===== config.mk =====
export PLATFORM = sky130hd
export DESIGN_NAME = decode_buf
export DESIGN_NICKNAME = d
export VERILOG_FILES = /design/src/rtl/decode_buf_pkg.sv /design/src/rtl/decode_buf_decoder.sv /design/src/rtl/decode_buf_imm_gen.sv /design/src/rtl/decode_buf.sv
export SDC_FILE = /design/constraint.sdc
export NUM_CORES = 1
export LEC_CHECK = 0
export ABC_AREA = 1
export CORE_ASPECT_RATIO = 1.1
export CORE_MARGIN = 4
export CORE_UTILIZATION = 30
export CTS_CLUSTER_SIZE = 20
export DETAILED_ROUTE_END_ITERATION = 8
export DONT_BUFFER_PORTS = 1
export MAX_ROUTING_LAYER = met4
export SLEW_MARGIN = 20
export SYNTH_ARGS = -nofsm -noshare
export SYNTH_HDL_FRONTEND = slang
export SYNTH_SLANG_ARGS = --single-unit

===== constraint.sdc =====
create_clock -name clk -period 10.98 [get_ports clk]
set_clock_uncertainty 0.2 [all_clocks]
set_input_delay 0.549 -clock clk [delete_from_list [all_inputs] [get_ports clk]]
set_output_delay 0.549 -clock clk [all_outputs]
set_load 0.05 [all_outputs]

===== src/rtl/decode_buf_pkg.sv =====
// Shared pipeline definitions for the decode buffer: RV64I opcodes, the
// immediate-format enum, the decoded control bundle and a format lookup.
package decode_buf_pkg;

    localparam logic [6:0] OPC_LOAD     = 7'b0000011;
    localparam logic [6:0] OPC_MISC_MEM = 7'b0001111;
    localparam logic [6:0] OPC_OP_IMM   = 7'b0010011;
    localparam logic [6:0] OPC_AUIPC    = 7'b0010111;
    localparam logic [6:0] OPC_OP_IMM32 = 7'b0011011;
    localparam logic [6:0] OPC_STORE    = 7'b0100011;
    localparam logic [6:0] OPC_OP       = 7'b0110011;
    localparam logic [6:0] OPC_LUI      = 7'b0110111;
    localparam logic [6:0] OPC_OP32     = 7'b0111011;
    localparam logic [6:0] OPC_BRANCH   = 7'b1100011;
    localparam logic [6:0] OPC_JALR     = 7'b1100111;
    localparam logic [6:0] OPC_JAL      = 7'b1101111;
    localparam logic [6:0] OPC_SYSTEM   = 7'b1110011;

    typedef enum logic [2:0] {
        IMM_NONE = 3'd0,
        IMM_I    = 3'd1,
        IMM_S    = 3'd2,
        IMM_B    = 3'd3,
        IMM_U    = 3'd4,
        IMM_J    = 3'd5
    } imm_fmt_e;

    typedef struct packed {
        logic     valid;
        logic     uses_rs1;
        logic     uses_rs2;
        logic     writes_rd;
        logic     is_load;
        logic     is_store;
        logic     is_branch;
        logic     is_jal;
        logic     is_jalr;
        logic     is_lui;
        logic     is_auipc;
        logic     is_word;
        imm_fmt_e imm_fmt;
    } control_t;

    function automatic imm_fmt_e imm_fmt_of(input logic [6:0] opcode);
        imm_fmt_e fmt;
        case (opcode)
            OPC_LOAD, OPC_OP_IMM, OPC_OP_IMM32, OPC_JALR: fmt = IMM_I;
            OPC_STORE:                                    fmt = IMM_S;
            OPC_BRANCH:                                   fmt = IMM_B;
            OPC_LUI, OPC_AUIPC:                           fmt = IMM_U;
            OPC_JAL:                                      fmt = IMM_J;
            default:                                      fmt = IMM_NONE;
        endcase
        return fmt;
    endfunction

endpackage


===== src/rtl/decode_buf_decoder.sv =====
// Opcode-level control decoder: which register ports an instruction reads,
// whether it writes rd, its class and its immediate format.
module decoder
    import decode_buf_pkg::*;
(
    input  logic [6:0] opcode,
    output control_t   ctl
);

    control_t ctl_s;

    // Classify the opcode into the control bundle.
    always_comb begin
        ctl_s         = '{default: 1'b0, imm_fmt: IMM_NONE};
        ctl_s.imm_fmt = imm_fmt_of(opcode);
        ctl_s.valid   = 1'b1;
        case (opcode)
            OPC_LOAD: begin
                ctl_s.uses_rs1  = 1'b1;
                ctl_s.writes_rd = 1'b1;
                ctl_s.is_load   = 1'b1;
            end
            OPC_OP_IMM: begin
                ctl_s.uses_rs1  = 1'b1;
                ctl_s.writes_rd = 1'b1;
            end
            OPC_OP_IMM32: begin
                ctl_s.uses_rs1  = 1'b1;
                ctl_s.writes_rd = 1'b1;
                ctl_s.is_word   = 1'b1;
            end
            OPC_STORE: begin
                ctl_s.uses_rs1 = 1'b1;
                ctl_s.uses_rs2 = 1'b1;
                ctl_s.is_store = 1'b1;
            end
            OPC_BRANCH: begin
                ctl_s.uses_rs1  = 1'b1;
                ctl_s.uses_rs2  = 1'b1;
                ctl_s.is_branch = 1'b1;
            end
            OPC_JALR: begin
                ctl_s.uses_rs1  = 1'b1;
                ctl_s.writes_rd = 1'b1;
                ctl_s.is_jalr   = 1'b1;
            end
            OPC_JAL: begin
                ctl_s.writes_rd = 1'b1;
                ctl_s.is_jal    = 1'b1;
            end
            OPC_LUI: begin
                ctl_s.writes_rd = 1'b1;
                ctl_s.is_lui    = 1'b1;
            end
            OPC_AUIPC: begin
                ctl_s.writes_rd = 1'b1;
                ctl_s.is_auipc  = 1'b1;
            end
            OPC_OP: begin
                ctl_s.uses_rs1  = 1'b1;
                ctl_s.uses_rs2  = 1'b1;
                ctl_s.writes_rd = 1'b1;
            end
            OPC_OP32: begin
                ctl_s.uses_rs1  = 1'b1;
                ctl_s.uses_rs2  = 1'b1;
                ctl_s.writes_rd = 1'b1;
                ctl_s.is_word   = 1'b1;
            end
            OPC_MISC_MEM, OPC_SYSTEM: begin
                ctl_s.valid = 1'b1;
            end
            default: begin
                ctl_s.valid = 1'b0;
            end
        endcase
    end

    assign ctl = ctl_s;

endmodule


===== src/rtl/decode_buf_imm_gen.sv =====
// Immediate generator: extracts the I/S/B/U/J immediate selected by the
// opcode and sign-extends it from instr[31] to XLEN.
module imm_gen
    import decode_buf_pkg::*;
#(
    parameter int XLEN = 64
) (
    input  logic [31:0]     instr,
    output logic [XLEN-1:0] imm
);

    imm_fmt_e        fmt_s;
    logic            sign_s;
    logic [XLEN-1:0] imm_s;

    assign fmt_s  = imm_fmt_of(instr[6:0]);
    assign sign_s = instr[31];

    // Reassemble the scattered immediate fields for each format.
    always_comb begin
        imm_s = {XLEN{1'b0}};
        case (fmt_s)
            IMM_I: imm_s = {{(XLEN-12){sign_s}}, instr[31:20]};
            IMM_S: imm_s = {{(XLEN-12){sign_s}}, instr[31:25], instr[11:7]};
            IMM_B: imm_s = {{(XLEN-13){sign_s}}, sign_s, instr[7], instr[30:25],
                            instr[11:8], 1'b0};
            IMM_U: imm_s = {{(XLEN-32){sign_s}}, instr[31:12], 12'h000};
            IMM_J: imm_s = {{(XLEN-21){sign_s}}, sign_s, instr[19:12], instr[20],
                            instr[30:21], 1'b0};
            default: imm_s = {XLEN{1'b0}};
        endcase
    end

    assign imm = imm_s;

endmodule


===== src/rtl/decode_buf.sv =====
// Decode buffer: circular FIFO of fetched {pc, instr} with zero-latency decode
// of the head entry and a load-use hazard stall against the execute stage.
module decode_buf
    import decode_buf_pkg::*;
#(
    parameter int XLEN  = 64,
    parameter int DEPTH = 4
) (
    input  logic                     clk,
    input  logic                     reset,
    input  logic                     in_valid,
    output logic                     in_ready,
    input  logic [XLEN-1:0]          in_pc,
    input  logic [31:0]              in_instr,
    input  logic                     flush,
    input  logic                     ex_is_load,
    input  logic [4:0]               ex_rd,
    output logic                     out_valid,
    input  logic                     out_ready,
    output logic [XLEN-1:0]          out_pc,
    output control_t                 out_ctl,
    output logic [XLEN-1:0]          out_imm,
    output logic [4:0]               out_ra1,
    output logic [4:0]               out_ra2,
    output logic [4:0]               out_rd,
    output logic                     stall,
    output logic [$clog2(DEPTH):0]   count
);

    localparam int PTR_W = $clog2(DEPTH);
    localparam int CNT_W = PTR_W + 1;

    logic [XLEN-1:0]  pc_mem_q    [DEPTH];
    logic [31:0]      instr_mem_q [DEPTH];

    logic [PTR_W-1:0] head_q,  head_d;
    logic [PTR_W-1:0] tail_q,  tail_d;
    logic [CNT_W-1:0] count_q, count_d;

    logic             empty_s;
    logic             full_s;
    logic             push_s;
    logic             pop_s;
    logic             hazard_s;
    logic [31:0]      head_instr_s;

    assign empty_s      = (count_q == CNT_W'(0));
    assign full_s       = (count_q == CNT_W'(DEPTH));
    assign head_instr_s = instr_mem_q[head_q];

    decoder u_decoder (
        .opcode (head_instr_s[6:0]),
        .ctl    (out_ctl)
    );

    imm_gen #(
        .XLEN (XLEN)
    ) u_imm_gen (
        .instr (head_instr_s),
        .imm   (out_imm)
    );

    assign out_pc  = pc_mem_q[head_q];
    assign out_ra1 = head_instr_s[19:15];
    assign out_ra2 = head_instr_s[24:20];
    assign out_rd  = head_instr_s[11:7];

    // A load writing x0 never produces a value anyone waits for.
    assign hazard_s = !empty_s && ex_is_load && (ex_rd != 5'd0) &&
                      ((out_ctl.uses_rs1 && (ex_rd == out_ra1)) ||
                       (out_ctl.uses_rs2 && (ex_rd == out_ra2)));

    assign stall     = hazard_s;
    assign out_valid = !empty_s && !hazard_s;
    assign in_ready  = !full_s;
    assign count     = count_q;

    assign push_s = in_valid && !full_s && !flush;
    assign pop_s  = out_valid && out_ready && !flush;

    // Next pointer/occupancy state; flush discards everything in flight.
    always_comb begin
        head_d  = head_q;
        tail_d  = tail_q;
        count_d = count_q;
        if (flush) begin
            head_d  = {PTR_W{1'b0}};
            tail_d  = {PTR_W{1'b0}};
            count_d = {CNT_W{1'b0}};
        end else begin
            if (push_s) begin
                tail_d = tail_q + PTR_W'(1);
            end else begin
                tail_d = tail_q;
            end
            if (pop_s) begin
                head_d = head_q + PTR_W'(1);
            end else begin
                head_d = head_q;
            end
            case ({push_s, pop_s})
                2'b10:   count_d = count_q + CNT_W'(1);
                2'b01:   count_d = count_q - CNT_W'(1);
                default: count_d = count_q;
            endcase
        end
    end

    // Pointer and occupancy registers.
    always_ff @(posedge clk) begin
        if (reset) begin
            head_q  <= {PTR_W{1'b0}};
            tail_q  <= {PTR_W{1'b0}};
            count_q <= {CNT_W{1'b0}};
        end else begin
            head_q  <= head_d;
            tail_q  <= tail_d;
            count_q <= count_d;
        end
    end

    // Entry storage; contents are qualified by count so no reset is needed.
    always_ff @(posedge clk) begin
        if (push_s) begin
            pc_mem_q[tail_q]    <= in_pc;
            instr_mem_q[tail_q] <= in_instr;
        end
    end

endmodule


==> impl_summary.log <==
INFO  metric status = finished, final reports clean
INFO  metric holdWs = 0.0566 ns
INFO  metric core = 51,600 sq um
INFO  metric power_leakage = 0.00649 uW
INFO  metric final_layout_size_suffix_gt1_share = 11.0%
INFO  metric cp_num_buf_inv = 5
INFO  metric detail-route-antenna-nets = 0
INFO  metric drcViolationCount = 0
INFO  metric total_of_flip_flops_plus_latches_after_synthesis = 393
INFO  metric capture_point_of_the_critical_path = out_imm[40]
INFO  metric worst_hold_path_type = primary input to flip-flop
INFO  metric placement.io_buffers = 0
INFO  metric place_area = 16,400 sq um
INFO  metric total_number_of_h_tree_levels = 2
INFO  metric initial_antenna_violation_count = 7
INFO  metric flow.area_growth_from_synthesis = 19.8%
INFO  metric timing.critical_path.required = 10.23 ns
INFO  metric finalInstanceArea = 18,900 sq um
INFO  metric start_util = 30.5%
INFO  metric n_fill_cell = 4,881
INFO  metric die_h = 248 um
INFO  metric hold_violations = 0
INFO  metric power-per-cell-area = 176 nW/um^2
INFO  metric postSynth.asyncResetShare = 0%
INFO  metric mappedNetlistNets = 1,340
INFO  metric clock-root-buffer = sky130_fd_sc_hd__clkbuf_16
INFO  metric synthesis.area_per_instance = 12.8 sq um
INFO  metric min_period_over_period = 54.0%
INFO  metric synth_area = 15,700 sq um
INFO  metric worstPathMaxFanout = 48
INFO  metric combined_area_of_the_multi_input_logic_cells = 3430 sq um
INFO  metric regToRegSetupSlack = 6.48 ns
INFO  metric most_frequent_cells_after_synthesis = sky130_fd_sc_hd__edfxtp_1, sky130_fd_sc_hd__nand2_1, sky130_fd_sc_hd__o21ai_0, sky130_fd_sc_hd__nor2_1, sky130_fd_sc_hd__o22ai_1
INFO  metric timing.setup.critical_path_class = flip-flop to output pin
INFO  metric cts_max_path_buffers = 3
INFO  metric synth.lib_cells_used.distinct = 38
INFO  metric tritoncts_clock_tree = done
INFO  metric worst_slew_pin_slew = 1.19 ns
INFO  metric cp_top_family = buffers and inverters
INFO  metric grt_pass1_vias = 9,564
INFO  metric yosys.area.top_type_share = 73.2%
INFO  metric element_type_at_the_critical_path_end = output pin
INFO  metric timing.critical_path.slowest_stage_cell = sky130_fd_sc_hd__clkinv_2
INFO  metric post_syn_instances = 1,227
INFO  metric yosysMostFrequentCell = sky130_fd_sc_hd__edfxtp_1
INFO  metric clk_transition_reported_paths = 0.06 ns
INFO  metric setup_viols_final = 0
INFO  metric dieWidth = 226 um
INFO  metric synth-main-ff-cell = sky130_fd_sc_hd__edfxtp_1
INFO  metric synth-warning-count = 0
INFO  metric synthDominantAreaCellType = sky130_fd_sc_hd__edfxtp_1
INFO  metric total_power = 3320 uW
INFO  metric wire_per_inst = 19.5 um
INFO  metric crit_chain = clkinv_2 > nand3_1 > nand2_1 > nand2_1 > nor2_2 > nand2_1 > inv_2 > nor2_2 > inv_2 > nor2_2 > a31oi_4 > buf_12 > buf_12
INFO  metric synth-edff-count = 384
INFO  metric fp.dieArea = 56,200 sq um
INFO  metric unrepaired_setup_endpoints_after_global_routing = false
INFO  metric area.sequential = 11,700 sq um
INFO  metric seq_area_frac_synth = 74.4%
INFO  metric vias_per_cell = 4.87
INFO  metric insertion_delay = 0.55 ns
INFO  metric crit_path_max_incr_delay = 0.71 ns
INFO  metric synth.top_cells.by_area = sky130_fd_sc_hd__edfxtp_1, sky130_fd_sc_hd__o21ai_0, sky130_fd_sc_hd__nand2_1
INFO  metric num-nets-final = 1,418
INFO  metric detailroute.via_count = 9,789
INFO  metric final_util = 36.5%
INFO  metric fin_crit = 5.93 ns
INFO  metric number_of_cells_traversed_by_the_worst_register_to_register_path = 19
INFO  metric drt_wl_total = 39,100 um
INFO  metric grt_pass1_wl = 57,800 um
INFO  metric cts_inserted_buffers = 43
INFO  metric drt_pre_antenna_iters = 5
INFO  metric worstPathArrival = 5.18 ns
INFO  metric grt_start_max_net_pins = 111
INFO  metric drc_violation_total_after_the_first_tritonroute_iteration = 529
INFO  metric hpwl = 24,200 um
INFO  metric design.portCount = 271
INFO  metric grt_util_all_layers = 13.8%
INFO  metric timing.rr.end = count[2]
INFO  metric gp_congestion = 0.807
INFO  metric post_cts_resized = 0
INFO  metric setup.worst_path.start_class = flip-flop
INFO  metric slew_headroom = 22.1%
INFO  metric worst-path-stages = 13
INFO  metric setup_total_negative_slack = 0 ns
INFO  metric fmax = 169 MHz
INFO  metric final_max_slew_viol_count = 0
INFO  metric vdd_drop_max = 0.161 mV
INFO  metric cap_viol_max_count = 0
INFO  metric floorplan.rows = 87
INFO  metric remaining_global_route_overflow = 0
INFO  metric clock_sinks = 393
what timing repair did:
item	4_1_cts	5_1_grt
hold endpoints to repair	387	0
buffers inserted	0	0
hold buffers	98	0
metrics by stage:
| step | instances | setup slack [ns] |
|---|---|---|
| finish | 2010 | 5.05 |
| global route | 2010 | 4.69 |
| CTS | 2002 | 4.94 |
| detailed placement | 1828 | 5.55 |
| global placement | 1827 | 5.67 |
| floorplan | 1227 | 4.68 |
state kept, by name (all words and copies together), names as in the netlist, named ones only:
name / count
pc_mem_q: 256
instr_mem_q: 128
count: 3
head_q: 2
tail_q: 2
cell usage in the layout, fill, tap and decap left out, types with 9 or more instances in the layout:
master	n
sky130_fd_sc_hd__nand3_1	40
sky130_fd_sc_hd__clkbuf_16	43
sky130_fd_sc_hd__o21ai_1	22
sky130_fd_sc_hd__o22ai_1	58
sky130_fd_sc_hd__dlygate4sd3_1	98
sky130_fd_sc_hd__nand2_1	171
sky130_fd_sc_hd__edfxtp_1	384
sky130_fd_sc_hd__inv_1	44
sky130_fd_sc_hd__o21ai_0	142
sky130_fd_sc_hd__nor2_2	9
sky130_fd_sc_hd__o22ai_2	12
sky130_fd_sc_hd__clkbuf_1	9
sky130_fd_sc_hd__a21oi_1	23
sky130_fd_sc_hd__buf_4	28
sky130_fd_sc_hd__nor2_1	152
layer usage:
layer	track usage, %	share of wire (%)	wire (um)	vias to the layer above
li1	-	-	-	4572
met1	15.7	39	15400	4780
met2	22.8	48	19000	349
met3	4.71	8.8	3440	88
met4	5.37	3.4	1330	0
met5	-	0	0	-
how the worst min path moves through the flow:
stage	cells past startpoint	endpoint	start
2_1_floorplan	2	tail_q[1]	tail_q[1]
3_3_place_gp	2	tail_q[1]	tail_q[1]
4_1_cts	3	tail_q[0]	reset
6_report	4	flip-flop	out_ready
5_1_grt	4	flip-flop	out_ready
3_5_place_dp	4	flip-flop	head_q[1]
tightest hold or removal path, delay by kind of cell:
family                 cells  cell delay (ns)
AND/OR/NAND/NOR            3             0.17
buffers and inverters      1             0.05
kinds of logic after synthesis:
group / share of synthesized area (%)
xor+xnor: 0.167
flops: 74.4
fa+ha+maj: 0.525
simple gates: 10.6
buf+inv: 4.74
compound gates: 9.60
report_power, final:
part           leakage (uW)  internal, uW  switching, uW
Clock              0.000648           816            566
Combinational       0.00228          56.3            200
Sequential          0.00356          1680           9.08
cell type report:
cell class	count	area share, %
Antenna cell	7	0.0929
Clock buffer	52	5.89
Clock inverter	24	1.27
Inverter	53	1.09
Multi-Input combinational cell	683	18.2
Sequential cell	393	62.1
Tap cell	667	4.43
Timing Repair Buffer	131	6.89
No activity file was read; power rests on OpenSTA's default activity.
